`src/rtl/pipe_ctrl.sv`:
```
// Pipeline-register bank with stall/flush/valid handling and load-use bubble insertion.
// Optional performance counters are built only when PIPE_CTRL_PERF_CNT_EN is defined.
module pipe_ctrl #(
  parameter int NUM_STAGES = 4,
  parameter int PAYLOAD_W  = 128,
  parameter int REG_ADDR_W = 5
) (
  input  logic                            clk,
  input  logic                            arst_n,
  input  logic                            in_valid,
  input  logic [NUM_STAGES*PAYLOAD_W-1:0] stage_in,
  output logic [NUM_STAGES*PAYLOAD_W-1:0] stage_out,
  output logic [NUM_STAGES-1:0]           stage_valid,
  input  logic [REG_ADDR_W-1:0]           id_rs1,
  input  logic [REG_ADDR_W-1:0]           id_rs2,
  input  logic                            id_use_rs1,
  input  logic                            id_use_rs2,
  input  logic [REG_ADDR_W-1:0]           ex_rd,
  input  logic                            ex_is_load,
  input  logic                            flush,
  input  logic                            ext_stall,
  output logic                            pc_en,
  output logic                            hazard,
  output logic [31:0]                     perf_stall_cnt,
  output logic [31:0]                     perf_bubble_cnt,
  output logic [31:0]                     perf_flush_cnt
);

  logic [NUM_STAGES*PAYLOAD_W-1:0] payload_p1, payload_d;
  logic [NUM_STAGES-1:0]           vld_p1, vld_d;
  logic [NUM_STAGES-1:0]           vld_prev;
  logic                            hazard_run;

  // Hazard is reported raw; it only acts when neither flush nor ext_stall outranks it.
  assign hazard = vld_p1[0] & vld_p1[1] & ex_is_load & (ex_rd != '0) &
                  ((id_use_rs1 & (id_rs1 == ex_rd)) | (id_use_rs2 & (id_rs2 == ex_rd)));
  assign hazard_run = hazard & ~flush & ~ext_stall;
  assign pc_en      = flush | ~(ext_stall | hazard);

  assign vld_prev = {vld_p1[NUM_STAGES-2:0], in_valid};

  always_comb begin
    payload_d = payload_p1;
    vld_d     = vld_p1;
    for (int k = 0; k < NUM_STAGES; k++) begin
      if ((flush && k < 2) || (hazard_run && k == 1)) begin
        payload_d[k*PAYLOAD_W +: PAYLOAD_W] = '0;
        vld_d[k]                            = 1'b0;
      end else if (!(ext_stall || (hazard_run && k == 0))) begin
        payload_d[k*PAYLOAD_W +: PAYLOAD_W] = stage_in[k*PAYLOAD_W +: PAYLOAD_W];
        vld_d[k]                            = vld_prev[k];
      end
    end
  end

  // Boundary registers p1
  always_ff @(posedge clk or negedge arst_n) begin
    if (!arst_n) begin
      payload_p1 <= '0;
      vld_p1     <= '0;
    end else begin
      payload_p1 <= payload_d;
      vld_p1     <= vld_d;
    end
  end

  assign stage_out   = payload_p1;
  assign stage_valid = vld_p1;

`ifdef PIPE_CTRL_PERF_CNT_EN
  function automatic logic [31:0] sat_inc(input logic [31:0] v, input logic en);
    return (en && (v != 32'hFFFF_FFFF)) ? v + 32'd1 : v;
  endfunction

  logic [31:0] stall_cnt_p1, bubble_cnt_p1, flush_cnt_p1;

  always_ff @(posedge clk or negedge arst_n) begin
    if (!arst_n) begin
      stall_cnt_p1  <= '0;
      bubble_cnt_p1 <= '0;
      flush_cnt_p1  <= '0;
    end else begin
      stall_cnt_p1  <= sat_inc(stall_cnt_p1, ext_stall & ~flush);
      bubble_cnt_p1 <= sat_inc(bubble_cnt_p1, hazard_run);
      flush_cnt_p1  <= sat_inc(flush_cnt_p1, flush);
    end
  end

  assign perf_stall_cnt  = stall_cnt_p1;
  assign perf_bubble_cnt = bubble_cnt_p1;
  assign perf_flush_cnt  = flush_cnt_p1;
`else
  assign perf_stall_cnt  = '0;
  assign perf_bubble_cnt = '0;
  assign perf_flush_cnt  = '0;
`endif

endmodule
```
`config.mk`:
```
export PLATFORM = sky130hd
export DESIGN_NAME = pipe_ctrl
export DESIGN_NICKNAME = d
export VERILOG_FILES = /design/src/rtl/pipe_ctrl.sv
export SDC_FILE = /design/constraint.sdc
export NUM_CORES = 1
export LEC_CHECK = 0
export BUFFER_PORTS_ARGS = -buffer_cell sky130_fd_sc_hd__buf_2
export CORE_AREA = 2 2 448 450
export DETAILED_ROUTE_END_ITERATION = 10
export DIE_AREA = 0 0 450 452
export GPL_TIMING_DRIVEN = 0
export PLACE_DENSITY = 0.39
export SLEW_MARGIN = 20
export SYNTH_ARGS = -nofsm -noshare
export SYNTH_HDL_FRONTEND = slang
export SYNTH_SLANG_ARGS = --single-unit
```
`constraint.sdc`:
```
create_clock -name clk -period 5.95 [get_ports clk]
set_input_delay 0.8925 -clock clk [delete_from_list [all_inputs] [get_ports clk]]
set_output_delay 0.8925 -clock clk [all_outputs]
set_load 0.05 [all_outputs]
```
==> results of run 1 <==
[sequential cells by signal, indices dropped and copies added, names as in the netlist]
name,cells
stage_out,512
stage_valid,4
[cells in the mapped netlist]
library cell	number	area share
and2_1	1	0.00028
buf_4	99	0.033
clkbuf_1	133	0.022
a32o_1	258	0.11
mux2_2	258	0.13
conb_1	1	0.00017
buf_1	4	0.00067
nor2b_1	1	0.00028
xnor2_1	2	0.00078
a311o_1	129	0.057
or4_1	1	0.00033
o21bai_1	1	0.00033
or2_1	1	0.00028
xor2_1	8	0.0031
o2111ai_2	1	0.00067
inv_2	1	0.00017
buf_2	46	0.010
nor2_1	1	0.00017
a32oi_2	1	0.00072
dfrtp_1	516	0.57
nor4b_1	129	0.050
nor4_2	1	0.00056
nor4_1	1	0.00028
[layout make-up]
| type | count | area [um^2] | area share |
|---|---|---|---|
| buffer | 282 | 1500 | 0.0441 |
| inverter | 1 | 3.75 | 0.000110 |
| clock inverter | 19 | 290 | 0.00853 |
| clock buffer | 101 | 2020 | 0.0593 |
| tap | 2656 | 3320 | 0.0977 |
| timing repair buffer | 1058 | 5490 | 0.161 |
| antenna | 13 | 32.5 | 0.000956 |
| multi-input combinational | 890 | 8450 | 0.248 |
| sequential | 516 | 12900 | 0.380 |
[power by group]
part,internal (uW),switching (uW)
clock,2510,1840
combinational,736,2040
sequential,3820,198
[layer usage]
layer  part of all wire  wire length (um)
met2               0.52             72200
met4              0.033              4530
met1               0.38             52100
met3              0.068              9360
met5            0.00058                80
[metrics by stage]
stage	cell area, um^2	utilization	cells	worst slack, ps
floorplan	22800	-	1689	1900
global placement	31400	0.158	5395	-8720
finish	34000	0.171	5536	1150
detailed placement	31700	0.159	5403	950
CTS	34000	0.171	5523	943
global route	34000	0.171	5534	964
[logic make-up after synthesis]
family | after synthesis
flip-flops | 516
AO/OA/AOI/OAI | 390
buffers and inverters | 283
multiplexers | 258
AND/OR/NAND/NOR | 136
XOR/XNOR | 10
other | 1
[critical path, stage by stage]
cell      delay [ps]
buf_2            190
xor2_1           340
nor4_1           140
a32oi_2          580
or2_1            400
buf_2            260
buf_4            290
buf_2            300
inv_2             60
o21bai_1         110
buf_2            300
[worst paths after layout]
| check | from | end | slack (ps) | cells past startpoint |
|---|---|---|---|---|
| worst max-delay path | ex_rd[4] | pc_en | 1150 | 11 |
| worst min-delay path | arst_n | stage_out[278] | 160 | 1 |
| worst max register to register | stage_valid[1] | stage_out[239] | 3500 | 6 |
| worst min register to register | stage_out[173] | stage_out[173] | 480 | 1 |
| max in group asynchronous | arst_n | stage_out[107] | 3850 | 4 |
| min in group clk | stage_in[290] | stage_out[290] | 420 | 2 |
==> impl_metrics.tcl, run 1 <==
set metrics [dict create \
    top_usage_layer "met2" \
    io_buffers 1050 \
    syn2layout_area_growth_pct 51.2 \
    hold_path_class "primary input to asynchronous set/reset pin" \
    track_usage 0.131 \
    cts_setup_buffers 0 \
    final-hold-violation-count 0 \
    cts-root-buf "clkbuf_16" \
    rsz0062_at_grt "no" \
    wl_mm 138 \
    synth_simple_gate_area_frac 0.0524 \
    power_density_mw_per_mm2 328 \
    synthesis.area_mm2 0.0225 \
    grt.overflow.total 0 \
    synthAdderAreaFrac 0 \
    grtUsageMet3 0.0363 \
    antenna_found_initial 57 \
    chipHeight_um 452 \
    synth_compound_area_frac 0.174 \
    yosys_warnings 0 \
    fin_crit_ps 4800 \
    finalCritPeriodShare 0.806 \
    drt_iter0_drc 1387 \
    grt_pass1_wl_mm 184 \
    power_uw 11200 \
    max_cap_violations 0 \
    slew_violations 0 \
    nFillCells 22400 \
    synth_xor_area_frac 0.00389 \
    synth_mux_area_frac 0.129 \
    syn_inst 1594 \
    cts_tree "built" \
    final_common_cell "buf_2" \
    holdWs_ps 160 \
    grtUsageMet1 0.147 \
    viasPerCell 3.72 \
    ir_drop_mv 0.196 \
    cts_made_buffers 69 \
    max_slew_margin 0.369 \
    worstPathMaxFanout 10 \
    firstDrtPassIters 5 \
    crit_path_start_kind "primary input" \
    hpwl_mm 113 \
    die-area_mm2 0.203 \
    setup_violations 0 \
    cts.reportedPaths.clkPinSlew_ps 60 \
    synth_top_family_by_area "compound AO/OA/AOI/OAI gates" \
    cp.required_ps 5060 \
    dr_total_vias 20600 \
    clk_path_buf_depth 3 \
    clock_sinks 516 \
    syn-mean-instance-area_um2 14.1 \
    grt_start_max_net_pins 82 \
    fmax_mhz 208 \
    ant_nets 0 \
    status "finished clean" \
    power_leakage_uw 0.0152 \
    globalRouteMet2Util 0.234 \
    ios 1149 \
    row_count 164 \
    wl_per_cell_um 25.0 \
    cp-end-kind "primary output" \
    gpl.final_weighted_congestion 0.889 \
    h-tree-depth 3 \
    cts-hold-fix-buffers 0 \
    arrival_ps 3910 \
    fin_nets 3353 \
    drive_above_1_share 0.551 \
    dieWidth_um 450 \
    max_slew.worst_pin.slew_ps 946 \
    drc 0 \
    start_util 0.113 \
    ys_ff_latch 516 \
    seq_area_frac_synth 0.574 \
    cts_resized 0 \
    finalSetupTns_ps 0 \
    mostFrequentLayoutCells "1095 x buf_2, 516 x dfrtp_1, 258 x mux2_2, 258 x a32o_1, 140 x clkbuf_1" \
    clock_latency_ps 710 \
    critPathKind "primary input to primary output" \
    coreArea_mm2 0.199 \
    finClkSkew_ps 25.0 \
    ys_types 23 \
    grt_pass1_vias 20600 \
]
Note: power is estimated with default switching activity, not from simulation.
==> inputs of run 2 (changes only) <==
--- a/config.mk
+++ b/config.mk
@@ -6,9 +6,9 @@
 export NUM_CORES = 1
 export LEC_CHECK = 0
 export BUFFER_PORTS_ARGS = -buffer_cell sky130_fd_sc_hd__buf_2
-export CORE_AREA = 2 2 448 450
+export CORE_AREA = 2 2 447 449
 export DETAILED_ROUTE_END_ITERATION = 10
-export DIE_AREA = 0 0 450 452
+export DIE_AREA = 0 0 449 451
 export GPL_TIMING_DRIVEN = 0
 export PLACE_DENSITY = 0.39
 export SLEW_MARGIN = 20
==> constraint.sdc (replaced) <==
create_clock -name clk -period 4 [get_ports clk]
set_input_delay 0.6 -clock clk [delete_from_list [all_inputs] [get_ports clk]]
set_output_delay 0.6 -clock clk [all_outputs]
set_load 0.05 [all_outputs]
==> run 2 against run 1 <==
Against the previous run:
- worst setup slack worse by 1100 ps
- clock power rose by 48%
- non-clock buffer count increased by 1
- total power increased by 48%
- count of clock-buffer cells in the layout increased by 1
- routed wire length shrank 2.7%
- clock skew fell by 0.50 ps
- sequential power increased by 49%
- critical path type unchanged
- critical endpoint unchanged
- largest cell class unchanged
- largest power group unchanged
==> impl_metrics.tcl, run 2 (synthesized netlist as in run 1, its figures left out) <==
set metrics [dict create \
    status "finished clean" \
    crit_path_start_kind "primary input" \
    hp-start "stage_in[433]" \
    row_count 164 \
    gpl.final_weighted_congestion 0.888 \
    cp_top_family "buffers and inverters" \
    rsz0062_at_grt "no" \
    die-area_mm2 0.202 \
    timing.rr.end "stage_out[245]" \
    io_buffers 1050 \
    h-tree-depth 3 \
    finClkSkew_ps 24.5 \
    firstDrtPassIters 5 \
    min_to "stage_out[433]" \
    fin_crit_ps 3910 \
    power_density_mw_per_mm2 485 \
    crit_top_cell "buf_2" \
    antenna_found_initial 67 \
    ir_drop_mv 0.306 \
    syn2layout_area_growth_pct 51.3 \
    drc 0 \
    arrival_ps 3310 \
    largest_reg_flops 512 \
    dieWidth_um 449 \
    wl_mm 135 \
    path_cells "buf_2 -> or4_1 -> o2111ai_2 -> or2_1 -> buf_2 -> buf_6 -> buf_2 -> inv_2 -> o21bai_1 -> buf_2" \
    fin_cells 5557 \
    track_usage 0.128 \
    cts-root-buf "clkbuf_16" \
    setup_violations 0 \
    coreArea_mm2 0.198 \
    regArea_mm2 0.0129 \
    fin_nets 3356 \
    cts_made_buffers 71 \
    clk_path_buf_depth 3 \
    hold_path_class "primary input to flip-flop" \
    worstPathMaxFanout 10 \
    critPathKind "primary input to primary output" \
    cp_slowest_stage_delay_ps 540 \
    nFillCells 22300 \
    viasPerCell 3.66 \
    final_core_util 0.172 \
    dr_total_vias 20400 \
    final_common_cell "buf_2" \
    finalSetupTns_ps 0 \
    cts_tree "built" \
    r2r_start "stage_valid[1]" \
    rr_worst_depth 6 \
    ant_nets 0 \
    ios 1149 \
    hpwl_mm 109 \
    grt.overflow.total 0 \
    path_buf_inv 6 \
    slowest_stage "or4_1" \
    worst_slack_ps 91.4 \
    regToRegSetupSlack_ps 1480 \
    drive_above_1_share 0.551 \
    power_leakage_uw 0.0152 \
    chipHeight_um 451 \
    cp-end-kind "primary output" \
    cts.reportedPaths.clkPinSlew_ps 60 \
    wl_per_cell_um 24.2 \
    grt_start_max_net_pins 86 \
    clock_sinks 516 \
    start_util 0.113 \
    mostFrequentLayoutCells "1095 x buf_2, 516 x dfrtp_1, 258 x mux2_2, 258 x a32o_1, 142 x clkbuf_1" \
    dp_slack_ps -312 \
    power_uw 16500 \
    final-hold-violation-count 0 \
    max_slew_margin 0.307 \
    max_slew.worst_pin.slew_ps 1040 \
    max_cap_violations 0 \
    clock_latency_ps 690 \
    grt_pass1_wl_mm 180 \
    min_path_cells 2 \
    grt_pass1_vias 20700 \
    cp.required_ps 3400 \
    multi_input_area_mm2 0.00846 \
    fmax_mhz 256 \
    drt_iter0_drc 1199 \
    finalCritPeriodShare 0.977 \
    slew_violations 0 \
    placed_cells 5401 \
]
-- run 2: routing by layer --
layer,share of wire,global-route usage,routed length [um],up-vias
met5,0.0013,0,170,-
met4,0.031,0.0414,4190,26
met3,0.066,0.0345,8870,206
met2,0.53,0.237,71500,899
met1,0.37,0.140,49800,10500
li1,-,-,-,8718
-- run 2: power by group --
group | internal, uW | switching [uW]
clock network | 3740 | 2710
registers | 5680 | 286
logic | 1090 | 3000
total | 10500 | 6000
-- run 2: worst max-delay path by stage --
| stage | startpoint | end | slack, ps | cells after the start |
|---|---|---|---|---|
| after detailed placement | ex_rd[3] | pc_en | -310 | 11 |
| after CTS | ex_rd[3] | pc_en | 5 | 11 |
| final | ex_rd[1] | pc_en | 90 | 10 |
| after floorplan | ex_rd[0] | pc_en | 540 | 8 |
| after global routing | ex_rd[1] | pc_en | 0.8 | 10 |
| after global placement | arst_n | stage_out[511] | -10230 | 1 |
-- run 2: worst reg2reg max path: stages (launching register included) --
cell and delay (ps):
dfrtp_1 610, o2111ai_2 340, or2_1 310, buf_2 240, buf_6 280, buf_2 290
a32o_1 320
-- run 2: cell type report --
| cell class | instances | area share |
|---|---|---|
| sequential | 516 | 0.379 |
| multi-input combinational | 890 | 0.248 |
| timing repair buffer | 1059 | 0.160 |
| tap | 2656 | 0.0976 |
| clock buffer | 102 | 0.0595 |
| buffer | 282 | 0.0442 |
| clock inverter | 25 | 0.00856 |
| antenna | 26 | 0.00191 |
| inverter | 1 | 0.000110 |
-- run 2: stage by stage --
stage                     hold WS [ps]  instance area, um^2
after floorplan                    304                22800
after global placement             470                31400
after detailed placement           476                31600
after CTS                         42.5                34000
after global routing              80.6                34000
final                              134                34000
-- run 2: timing repair --
action | CTS | global route
pin swaps | 1 | 1
setup endpoints to repair | 2 | 1
setup buffers | 0 | 2
hold endpoints to repair | 63 | 0
resized for setup | 2 | 0
hold buffers | 1 | 0
==> inputs of run 3 (changes only) <==
--- a/config.mk
+++ b/config.mk
@@ -5,12 +5,13 @@
 export SDC_FILE = /design/constraint.sdc
 export NUM_CORES = 1
 export LEC_CHECK = 0
+export ABC_AREA = 1
 export BUFFER_PORTS_ARGS = -buffer_cell sky130_fd_sc_hd__buf_2
-export CORE_AREA = 2 2 447 449
+export CORE_AREA = 2 2 449 451
 export DETAILED_ROUTE_END_ITERATION = 10
-export DIE_AREA = 0 0 449 451
+export DIE_AREA = 0 0 451 453
 export GPL_TIMING_DRIVEN = 0
-export PLACE_DENSITY = 0.39
+export PLACE_DENSITY = 0.38
 export SLEW_MARGIN = 20
 export SYNTH_ARGS = -nofsm -noshare
 export SYNTH_HDL_FRONTEND = slang
==> run 3 against run 2 <==
Against the previous run:
- count of clock-buffer cells in the layout unchanged
- clock skew up 30 ps
- clock power up 3%
- critical path type is now flip-flop to primary output
- critical endpoint is now hazard
- largest power group unchanged
==> impl_metrics.tcl, run 3 <==
set metrics [dict create \
    cts_tree "built" \
    cts_made_buffers 72 \
    nFillCells 23000 \
    arrival_ps 2920 \
    ant_nets 0 \
    mostFrequentLayoutCells "1321 x nand2_1, 1071 x buf_2, 516 x dfrtp_1" \
    power_uw 16000 \
    synth_compound_area_frac 0.0313 \
    cts-hold-fix-buffers 1 \
    final_common_cell "nand2_1" \
    viasPerCell 3.34 \
    min_path_cells 3 \
    wl_per_cell_um 22.8 \
    grt_pass1_wl_mm 190 \
    finalCritPeriodShare 0.880 \
    fin_area_mm2 0.0326 \
    finClkSkew_ps 54.3 \
    cts_resized 0 \
    fin_nets 4147 \
    dieWidth_um 451 \
    track_usage 0.137 \
    clk_path_buf_depth 3 \
    max_slew_margin 0.353 \
    start_util 0.105 \
    ys_types 16 \
    cts_setup_buffers 0 \
    gpl.final_weighted_congestion 0.937 \
    drc 0 \
    synth_area_leaders "dfrtp_1 62%, nand2_1 24%, nand4_1 3.9%, buf_4 3.8%, o21ai_1 2.7%" \
    synth_mux_area_frac 0 \
    drive_above_1_share 0.359 \
    path_cells "nand2_1 -> nor2_1 -> o21ai_1 -> inv_1 -> nand2_1 -> buf_2 -> buf_2 -> inv_1 -> buf_2" \
    synth_edf_count 0 \
    seq_area_frac_synth 0.617 \
    final-hold-violation-count 0 \
    synthArstFlopShare 1.00 \
    chipHeight_um 453 \
    clock_latency_ps 690 \
    synth_common_cells "1321 x nand2_1, 516 x dfrtp_1, 130 x nand4_1" \
    coreArea_mm2 0.199 \
    ir_drop_mv 0.328 \
    die-area_mm2 0.204 \
    synthesis.area_mm2 0.0209 \
    syn-mean-instance-area_um2 8.78 \
    ios 1149 \
    row_count 164 \
    path_buf_inv 5 \
    yosys_warnings 0 \
    firstDrtPassIters 7 \
    synth_top_family_by_area "simple AND/OR/NAND/NOR gates" \
    grt_start_max_net_pins 76 \
    critPathKind "flip-flop to primary output" \
    fmax_mhz 284 \
    wl_mm 145 \
    dp_slack_ps 390 \
    cts-root-buf "clkbuf_16" \
    synth_xor_area_frac 0 \
    rsz0062_at_grt "no" \
    setup_violations 0 \
    syn_inst 2384 \
    io_buffers 1051 \
    status "finished clean" \
    largest_reg_flops 512 \
    rr_worst_depth 9 \
    crit_top_cell "buf_2" \
    synth_top_area_cell "dfrtp_1" \
    worst_slack_ps 479 \
    synthAdderAreaFrac 0 \
    synth.most_common_cell "nand2_1" \
    synth_ff_type "dfrtp_1" \
    grt_pass1_vias 21300 \
    cts.reportedPaths.clkPinSlew_ps 60 \
    ys_ff_latch 516 \
    clock_sinks 516 \
    cp-end-kind "primary output" \
    hold_path_class "primary input to flip-flop" \
    cp.depth 9 \
    cp_top_family "buffers and inverters" \
    grt.overflow.total 0 \
    slowest_stage "dfrtp_1" \
    fin_crit_ps 3520 \
    drt_iter0_drc 1607 \
    power_density_mw_per_mm2 491 \
    cp_slowest_stage_delay_ps 440 \
    synth_simple_gate_area_frac 0.278 \
    dr_total_vias 21300 \
    crit_path_start_kind "flip-flop" \
    place_area_mm2 0.0301 \
    max_cap_violations 0 \
    finalSetupTns_ps 0 \
    netlist.area_leader.share 0.617 \
    hpwl_mm 122 \
    h-tree-depth 3 \
    power_leakage_uw 0.0176 \
    final_core_util 0.163 \
    antenna_found_initial 70 \
    slew_violations 0 \
    max_slew.worst_pin.slew_ps 971 \
    cp.required_ps 3400 \
    syn2layout_area_growth_pct 55.6 \
    worstPathMaxFanout 10 \
]
## run 3: changes by cell type in the layout (fill, tap and decap cells not counted), sizes merged, moves of 10 or more
| cell | delta |
|---|---|
| mux2 | -258 |
| nand2 | +1321 |
| o21ai | +131 |
| inv | +20 |
| nand4 | +130 |
| a311o | -129 |
| diode | +10 |
| nor4b | -129 |
| a32o | -258 |
| clkbuf | -34 |
## run 3: cell families after synthesis
| group | after synthesis |
|---|---|
| other cells | 1 |
| flops | 516 |
| compound gates | 131 |
| simple gates | 1464 |
| buf+inv | 272 |
## run 3: tightest hold or removal path, stage by stage
cell     delay, ps
buf_2           70
nand2_1         40
nand2_1         40
## run 3: layout make-up
cell class                      count  area (um^2)  share of cell area
Tap cell                         2656         3320               0.102
Multi-Input combinational cell   1691         6840               0.210
Buffer                            251         1460              0.0448
Clock buffer                      102         2030              0.0622
Clock inverter                     23          369              0.0113
Sequential cell                   516        12900               0.396
Inverter                           21         78.8             0.00242
Antenna cell                       36         90.1             0.00277
Timing Repair Buffer             1059         5470               0.168
## run 3: per-layer routing
metal / vias to the layer above / track usage / wire length, um
met5: - / 0.00513 / 278
met2: 915 / 0.227 / 69600
li1: 9849 / - / -
met4: 22 / 0.0460 / 4600
met1: 10300 / 0.157 / 54400
met3: 205 / 0.0584 / 15800
## run 3: where the power goes
group / internal (uW) / switching (uW) / leakage [uW]
registers: 5600 / 240 / 0.00658
clock network: 3840 / 2800 / 0.00115
logic: 757 / 2770 / 0.00986
## run 3: path summary, 6_finish.rpt
kind	from	slack [ps]	endpoint
worst max-delay path	stage_valid[0]	480	hazard
worst min-delay path	stage_in[400]	100	stage_out[400]
worst max register to register	stage_valid[0]	1490	stage_out[109]
worst min register to register	stage_out[38]	460	stage_out[38]
max in group asynchronous	arst_n	1920	stage_out[98]
min in group asynchronous	arst_n	430	stage_out[175]
## run 3: through the flow
stage	hold slack, ps	instances
finish	97.5	6355
global route	27.9	6344
global placement	451	6186
floorplan	304	2479
CTS	0.254	6319
detailed placement	453	6193
